<file path="config.mk">
export PLATFORM = sky130hd
export DESIGN_NAME = read_seq_fetcher
export DESIGN_NICKNAME = d
export VERILOG_FILES = /design/src/rtl/read_seq_fetcher_pkg.sv /design/src/rtl/read_seq_fetcher.sv
export SDC_FILE = /design/constraint.sdc
export NUM_CORES = 1
export LEC_CHECK = 0
export BUFFER_PORTS_ARGS = -buffer_cell sky130_fd_sc_hd__buf_2
export CAP_MARGIN = 20
export CORE_MARGIN = 3
export CORE_UTILIZATION = 35
export DETAILED_ROUTE_END_ITERATION = 8
export PLACE_DENSITY = 0.58
export SYNTH_ARGS = -nofsm -noshare
export SYNTH_HDL_FRONTEND = slang
export SYNTH_SLANG_ARGS = --single-unit
export TNS_END_PERCENT = 10
</file>
<file path="constraint.sdc">
create_clock -name clk -period 2.5 [get_ports clk]
set_clock_uncertainty 0.2 [all_clocks]
set_input_delay 0.125 -clock clk [delete_from_list [all_inputs] [get_ports clk]]
set_output_delay 0.125 -clock clk [all_outputs]
set_load 0.01 [all_outputs]
</file>
<file path="src/rtl/read_seq_fetcher_pkg.sv">
// Shared types and constants for the read/D(i) ROM fetcher.
package read_seq_fetcher_pkg;

  localparam int unsigned AW_DEF = 8;
  localparam int unsigned DW_DEF = 8;
  localparam int unsigned SW_DEF = 2;

  localparam logic [1:0] SYM_A = 2'b00;
  localparam logic [1:0] SYM_C = 2'b01;
  localparam logic [1:0] SYM_G = 2'b10;
  localparam logic [1:0] SYM_T = 2'b11;

  typedef enum logic [1:0] {
    StIdle  = 2'd0,
    StRun   = 2'd1,
    StDrain = 2'd2,
    StDone  = 2'd3
  } state_e;

endpackage

</file>
<file path="src/rtl/read_seq_fetcher.sv">
// Walks one read in the symbol/D(i) ROM and streams {idx, sym, D(i)} over valid/ready.
module read_seq_fetcher
  import read_seq_fetcher_pkg::*;
#(
  parameter int unsigned AW      = AW_DEF,
  parameter int unsigned DW      = DW_DEF,
  parameter int unsigned SW      = SW_DEF,
  parameter bit          DESCEND = 1'b1
) (
  input  logic          clk,
  input  logic          rst,
  input  logic          start,
  input  logic [AW-1:0] base_addr,
  input  logic [AW-1:0] read_len,
  output logic          busy,
  output logic          done,
  output logic          rom_ce,
  output logic [AW-1:0] rom_addr,
  input  logic [DW-1:0] rom_d_i,
  input  logic [SW-1:0] rom_read_i,
  output logic          out_valid,
  input  logic          out_ready,
  output logic [AW-1:0] out_idx,
  output logic [SW-1:0] out_sym,
  output logic [DW-1:0] out_d,
  output logic          out_last
);

  state_e        r_state;
  state_e        w_state_d;
  logic [AW-1:0] r_base;
  logic [AW-1:0] r_idx;
  logic [AW-1:0] r_rem;
  logic          r_out_valid;
  logic          r_out_last;
  logic [AW-1:0] r_out_idx;
  logic [SW-1:0] r_out_sym;
  logic [DW-1:0] r_out_d;
  logic          w_load;
  logic          w_last_hs;
  logic          w_accept;

  assign w_accept  = (r_state == StIdle) && start;
  // Output register refills whenever it is empty or being drained this cycle.
  assign w_load    = (r_state == StRun) && (!r_out_valid || out_ready);
  assign w_last_hs = (r_state == StDrain) && r_out_valid && out_ready && r_out_last;

  always_comb begin
    w_state_d = r_state;
    unique case (r_state)
      StIdle: begin
        if (start) begin
          w_state_d = (read_len == '0) ? StDone : StRun;
        end
      end
      StRun: begin
        if (w_load && (r_rem == AW'(1))) begin
          w_state_d = StDrain;
        end
      end
      StDrain: begin
        if (w_last_hs) begin
          w_state_d = StDone;
        end
      end
      StDone: w_state_d = StIdle;
      default: w_state_d = StIdle;
    endcase
  end

  always_ff @(posedge clk or posedge rst) begin
    if (rst) begin
      r_state <= StIdle;
    end else begin
      r_state <= w_state_d;
    end
  end

  always_ff @(posedge clk or posedge rst) begin
    if (rst) begin
      r_base <= '0;
      r_idx  <= '0;
      r_rem  <= '0;
    end else if (w_accept) begin
      r_base <= base_addr;
      r_idx  <= DESCEND ? (read_len - AW'(1)) : '0;
      r_rem  <= read_len;
    end else if (w_load) begin
      r_idx  <= DESCEND ? (r_idx - AW'(1)) : (r_idx + AW'(1));
      r_rem  <= r_rem - AW'(1);
    end
  end

  always_ff @(posedge clk or posedge rst) begin
    if (rst) begin
      r_out_valid <= 1'b0;
      r_out_last  <= 1'b0;
      r_out_idx   <= '0;
      r_out_sym   <= '0;
      r_out_d     <= '0;
    end else if (w_load) begin
      r_out_valid <= 1'b1;
      r_out_last  <= (r_rem == AW'(1));
      r_out_idx   <= r_idx;
      r_out_sym   <= rom_read_i;
      r_out_d     <= rom_d_i;
    end else if (w_last_hs) begin
      r_out_valid <= 1'b0;
      r_out_last  <= 1'b0;
    end
  end

  always_comb begin
    busy     = (r_state != StIdle);
    done     = (r_state == StDone);
    rom_ce   = (r_state == StRun);
    // Address wraps modulo 2^AW by truncation.
    rom_addr = (r_state == StRun) ? (r_base + r_idx) : '0;
  end

  assign out_valid = r_out_valid;
  assign out_last  = r_out_last;
  assign out_idx   = r_out_idx;
  assign out_sym   = r_out_sym;
  assign out_d     = r_out_d;

endmodule
</file>
---- Word level (Yosys, flattened, before mapping) ----
Cells that the tools add are included.
W data, S select, Z words.
word-level totals
  flip-flop bits (word level) ............. 46
  input bits .............................. 30
  output and inout bits ................... 31
  logic and storage cells ................. 47
operators by class
  add/subtract/negate cells ............... 4
  equal/unequal tests ..................... 7
  muxes and demuxes ....................... 13
  reductions and logical operators ........ 14
operator list
  kind                   count
  $mux W8                5
  $sub A8 B1 Y8 const B  3
  $add A8 B8 Y8          1
  $eq A8 B1 Y1 const B   1
  $logic_not A8 Y1       1
  $mux W2                4
  $pmux W2 S4            1
  $logic_and A1 B1 Y1    6
  $reduce_bool A2 Y1     3
  $eq A2 B2 Y1 const B   2
  $ne A2 B2 Y1 const B   2
  $mux W1                3
  $reduce_and A3 Y1      1
  $eq A2 B1 Y1 const B   1
  $logic_not A2 Y1       1
  $ne A2 B1 Y1 const B   1
  $logic_not A1 Y1       1
  $logic_or A1 B1 Y1     1

---- Logic depth before layout (Yosys ltp) ----
  depth in word-level cells ............... 6
  depth in mapped cells ................... 11
  gate-level depth less buffers ........... 10

---- Worst setup path before layout ----
OpenSTA, ideal clock, no wires.
  path type ............................... reg2reg
  start ................................... register r_state[0]
  end ..................................... register r_idx[6]
  library setup time ...................... 0.126 ns
  arrival time ............................ 2.039 ns
  required time ........................... 2.174 ns
  slack ................................... 0.135 ns
  stages on the path, launching flop included .. 12
  path buffers ............................ 2
  period minus slack after synthesis ...... 2.365 ns
  cell sequence ........................... dfrtp_1 > inv_1 > ha_1 > buf_6 > nand2_1 > clkbuf_1 > a21oi_1 > ha_1 > o221ai_2 > nor3_2 > xnor2_1 > mux2i_1
between the ends
  longest elaborated chain between the ends .. 3
  elaborated cells on any way between the ends .. 6
  those cells by class .................... eq/ne (1); mux (1); reduce/logical (4)
RTL lines
  item                                                            line                                            RTL
  start, declared                                                 read_seq_fetcher.sv:29                          state_e r_state;
  start signal, assigned                                          read_seq_fetcher.sv:73                          r_state <= StIdle;
  start signal, assigned                                          read_seq_fetcher.sv:75                          r_state <= w_state_d;
  $eq A2 B1 Y1 or $logic_not A2 Y1 (tied branches)                read_seq_fetcher.sv:45, read_seq_fetcher.sv:43
  $logic_and A1 B1 Y1 (on tied branches)                          read_seq_fetcher.sv:45, read_seq_fetcher.sv:43
  $reduce_bool A2 Y1 (no source line) or $mux W8 (tied branches)  -
  end signal, assigned                                            read_seq_fetcher.sv:86                          r_idx <= DESCEND ? (read_len - AW'(1)) : '0;
  end signal, assigned                                            read_seq_fetcher.sv:89                          r_idx <= DESCEND ? (r_idx - AW'(1)) : (r_idx + AW'(1));
  end, declared                                                   read_seq_fetcher.sv:32                          logic [AW-1:0] r_idx;
Several ways; a longest one is shown, not always the timed one.
A chain may end at the register's enable or synchronous reset.

---- Worst setup path in the final report ----
  start ................................... register r_base[0]
  end ..................................... output port rom_addr[6]
between the ends
  longest elaborated chain between the ends .. 2
RTL lines
  item                    line                     RTL
  start, declared         read_seq_fetcher.sv:31   logic [AW-1:0] r_base;
  start signal, assigned  read_seq_fetcher.sv:85   r_base <= base_addr;
  $add A8 B8 Y8           read_seq_fetcher.sv:118  rom_addr = (r_state == StRun) ? (r_base + r_idx) : '0;
  $mux W8                 read_seq_fetcher.sv:118
  end, declared           read_seq_fetcher.sv:18   output logic [AW-1:0] rom_addr,
Every way passes these cells.

==> results_dict.tcl <==
set metrics [dict create \
    outcome "complete, but fails checks" \
    violations "negative setup slack" \
    clockPowerShare_pct 11.0 \
    cpMaxStageDelayCell "dfrtp_1" \
    final_layout_size_suffix_gt1_share_pct 25.0 \
    multi_input_area_um2 1430 \
    syn_to_final_growth_pct 32.1 \
    startpoint_type "flip-flop" \
    maxCapViolCount 0 \
    drc 0 \
    rsz0062_at_grt "yes" \
    io_buffers 60 \
    initial_core_util_pct 36.5 \
    grt_overflow_total 0 \
    pin_count 61 \
    avgSynthCellArea_um2 8.97 \
    grt_pass1_wl_mm 11.7 \
    synth_edf_count 0 \
    final_max_slew_viol_count 0 \
    max_freq_ghz 0.387 \
    comb_power_share_pct 56.4 \
    viasPerCell 4.82 \
    netlist_area_um2 2670 \
    htreeDepth 2 \
    fin_area_um2 3530 \
    drt_wl_total_mm 6.81 \
    p_sw_share_pct 44.0 \
    rows 31 \
    clk_pin_slew_worst_paths_ns 0.10 \
    synth_fp_nets 344 \
    wire_per_inst_um 13.8 \
    nFillCells 735 \
    synth_area_leaders "dfrtp_1 (43%), nand2_1 (13%), ha_1 (7.0%)" \
    cts-root-buf "clkbuf_8" \
    crit_path_max_fanout 2 \
    yosysTopAreaCellShare_pct 43.1 \
    yosys_register_bits 46 \
    synthDistinctLibCells 46 \
    layout_setup_ws_ns -0.0844 \
    p_int_mw 2.39 \
    cts_made_buffers 5 \
    ir_worst_vdd_uv 336 \
    antenna_found_initial 0 \
    cts_buffer_depth 2 \
    yosysWarnings 0 \
    seq_area_um2 1150 \
    leakage_nw 1.73 \
    hp-class "primary input to flip-flop" \
    yosysTopAreaCell "dfrtp_1" \
    path_class "flip-flop to primary output" \
    grt_pass1_vias 2421 \
    postPlaceCellArea_um2 3130 \
    yosysSeqAreaShare_pct 43.1 \
    period_needed_ns 2.58 \
    crit_top_cell "a21o_1" \
    grt_max_degree 28 \
    cp-end-kind "primary output" \
    post-dp-hpwl_mm 5.10 \
    clkLatencyLatePin_ns 0.31 \
    finalHoldViolCount 0 \
    dr_total_vias 2387 \
    p_switching_mw 1.88 \
    async_flop_share_pct 100 \
    drt-initial-drc-count 104 \
    p_total_mw 4.27 \
    cp.required_ns 2.17 \
    setup_viol 2 \
    coreArea_um2 7330 \
    gp_congestion 0.841 \
    synth_cells 298 \
    ant_nets 0 \
    dieArea_um2 8720 \
    firstDrtPassIters 5 \
    crit_chain "ha_2 -> fa_2 -> a21o_1 -> a21o_1 -> a21oi_2 -> nor4b_1 -> or3_1 -> buf_2" \
    yosys_most_used_dff "dfrtp_1" \
    grt_use_total_pct 16.8 \
    n_antenna_cell 0 \
    max_slew_margin_pct 66.7 \
    fp.dieH_um 93.4 \
    seq_power_share_pct 32.6 \
    finalHoldWorstSlack_ns 0.0729 \
    arrival_ns 2.26 \
    worstMarginPinSlew_ns 0.498 \
    max_stage_delay_ns 0.39 \
    powerDensity_nw_per_um2 1210 \
    post-route-period-util_pct 103 \
    cts_tree "done" \
    cts_sinks 46 \
    die_x_um 93.4 \
    layout.nets 441 \
]
## registers in the layout, indices dropped and copies added, names as in the netlist
name / cells
out_idx: 8
r_base: 8
out_valid: 1
out_sym: 2
r_state: 2
r_rem: 8
r_idx: 8
out_d: 8
out_last: 1
## worst max-delay path: cells and delay by family (launching register included)
family / cells / cell delay, ns
simple gates: 2 / 0.42
fa+ha+maj: 2 / 0.54
buf+inv: 1 / 0.14
flops: 1 / 0.39
compound gates: 3 / 0.46
## timing repair
item                                   4_1_cts  5_1_grt
resized for setup                            4        5
setup endpoints to repair                    2        7
pin swaps                                    2        1
endpoints found under the hold margin       53        0
hold buffers                                28        0
setup buffers                                1        0
## kinds of logic (layout without fill, tap and decap cells)
| group | Yosys count | count (layout) | synth area share, % |
|---|---|---|---|
| AO/OA/AOI/OAI | 45 | 45 | 11.2 |
| flip-flops | 46 | 46 | 43.1 |
| adder cells (fa/ha/maj) | 16 | 16 | 7.77 |
| buffers and inverters | 23 | 121 | 3.84 |
| multiplexers | 7 | 7 | 2.72 |
| AND/OR/NAND/NOR | 140 | 140 | 24.5 |
| XOR/XNOR | 21 | 21 | 6.88 |
## metal layers
| metal | track usage, % | wire length (µm) | vias up |
|---|---|---|---|
| met1 | 22.5 | 3160 | 1125 |
| met2 | 28.2 | 3280 | 51 |
| li1 | - | - | 1198 |
| met4 | 4.76 | 114 | 0 |
| met3 | 2.57 | 266 | 13 |
| met5 | 0 | 0 | - |
## through the flow
step | TNS (ns) | instances | setup WS [ns] | utilization [%]
2_1_floorplan | 0 | 298 | 0.135 | -
3_3_place_gp | 0 | 458 | 0.0904 | 42.7
3_5_place_dp | 0 | 458 | 0.0754 | 42.7
4_1_cts | -0.117 | 495 | -0.107 | 48.0
5_1_grt | -0.463 | 495 | -0.184 | 48.2
6_report | -0.0885 | 495 | -0.0844 | 48.2
## power by group through the flow
stage	clock network [mW]	logic [mW]	registers, mW
after global placement	0	2.30	1.39
after detailed placement	0	2.33	1.40
after floorplan	0	1.57	1.41
after global routing	0.524	2.74	1.44
after CTS	0.495	2.41	1.39
final	0.470	2.41	1.39
## Yosys cell counts (3+ instances only)
cell / n
a21o_1: 5
a21oi_1: 14
and2_1: 7
buf_2: 4
clkbuf_1: 6
dfrtp_1: 46
ha_1: 15
inv_1: 11
mux2i_1: 5
nand2_1: 91
nand3_1: 4
nor2_1: 11
nor3_1: 3
nor4_1: 4
o21ai_0: 12
xnor2_1: 13
xor2_1: 8
## cells in the final DEF, fill, tap and decap left out, types with 3 or more instances in the layout
master / synthesis / routed
buf_4: 1 / 13
nand2_1: 91 / 91
a21o_1: 5 / 5
nor2_1: 11 / 11
buf_2: 4 / 60
dfrtp_1: 46 / 44
and2_1: 7 / 7
xnor2_1: 13 / 13
ha_1: 15 / 12
nor3_1: 3 / 3
ha_2: 0 / 3
nor4_1: 4 / 4
nand3_1: 4 / 4
inv_1: 11 / 10
clkbuf_8: 0 / 5
a21oi_1: 14 / 13
mux2i_1: 5 / 5
dlygate4sd3_1: 0 / 28
xor2_1: 8 / 8
o21ai_0: 12 / 12
## layout make-up
cell class,instances,share of cell area (%)
sequential,46,32.7
tap,99,3.51
inverter,11,1.17
timing repair buffer,102,19.5
clock inverter,3,0.602
clock buffer,5,1.95
multi-input combinational,229,40.6
## worst paths after layout
| kind | to | startpoint | slack, ns | depth (start not counted) |
|---|---|---|---|---|
| max | rom_addr[6] | r_base[0]$_DFFE_PP0P_ | -0.08 | 8 |
| min | r_rem[0]$_DFFE_PP0P_ | start | 0.07 | 3 |
| max reg2reg | r_idx[6]$_DFFE_PP0P_ | r_state[0]$_DFFE_PP0P_ | 0.16 | 10 |
| min reg2reg | out_d[7]$_DFFE_PP0P_ | out_d[7]$_DFFE_PP0P_ | 0.27 | 2 |
| max in group asynchronous | r_idx[3]$_DFFE_PP0P_ | rst | 1.33 | 4 |
| min in group asynchronous | out_d[2]$_DFFE_PP0P_ | rst | 0.18 | 3 |
(Power assumes the default switching activity.)
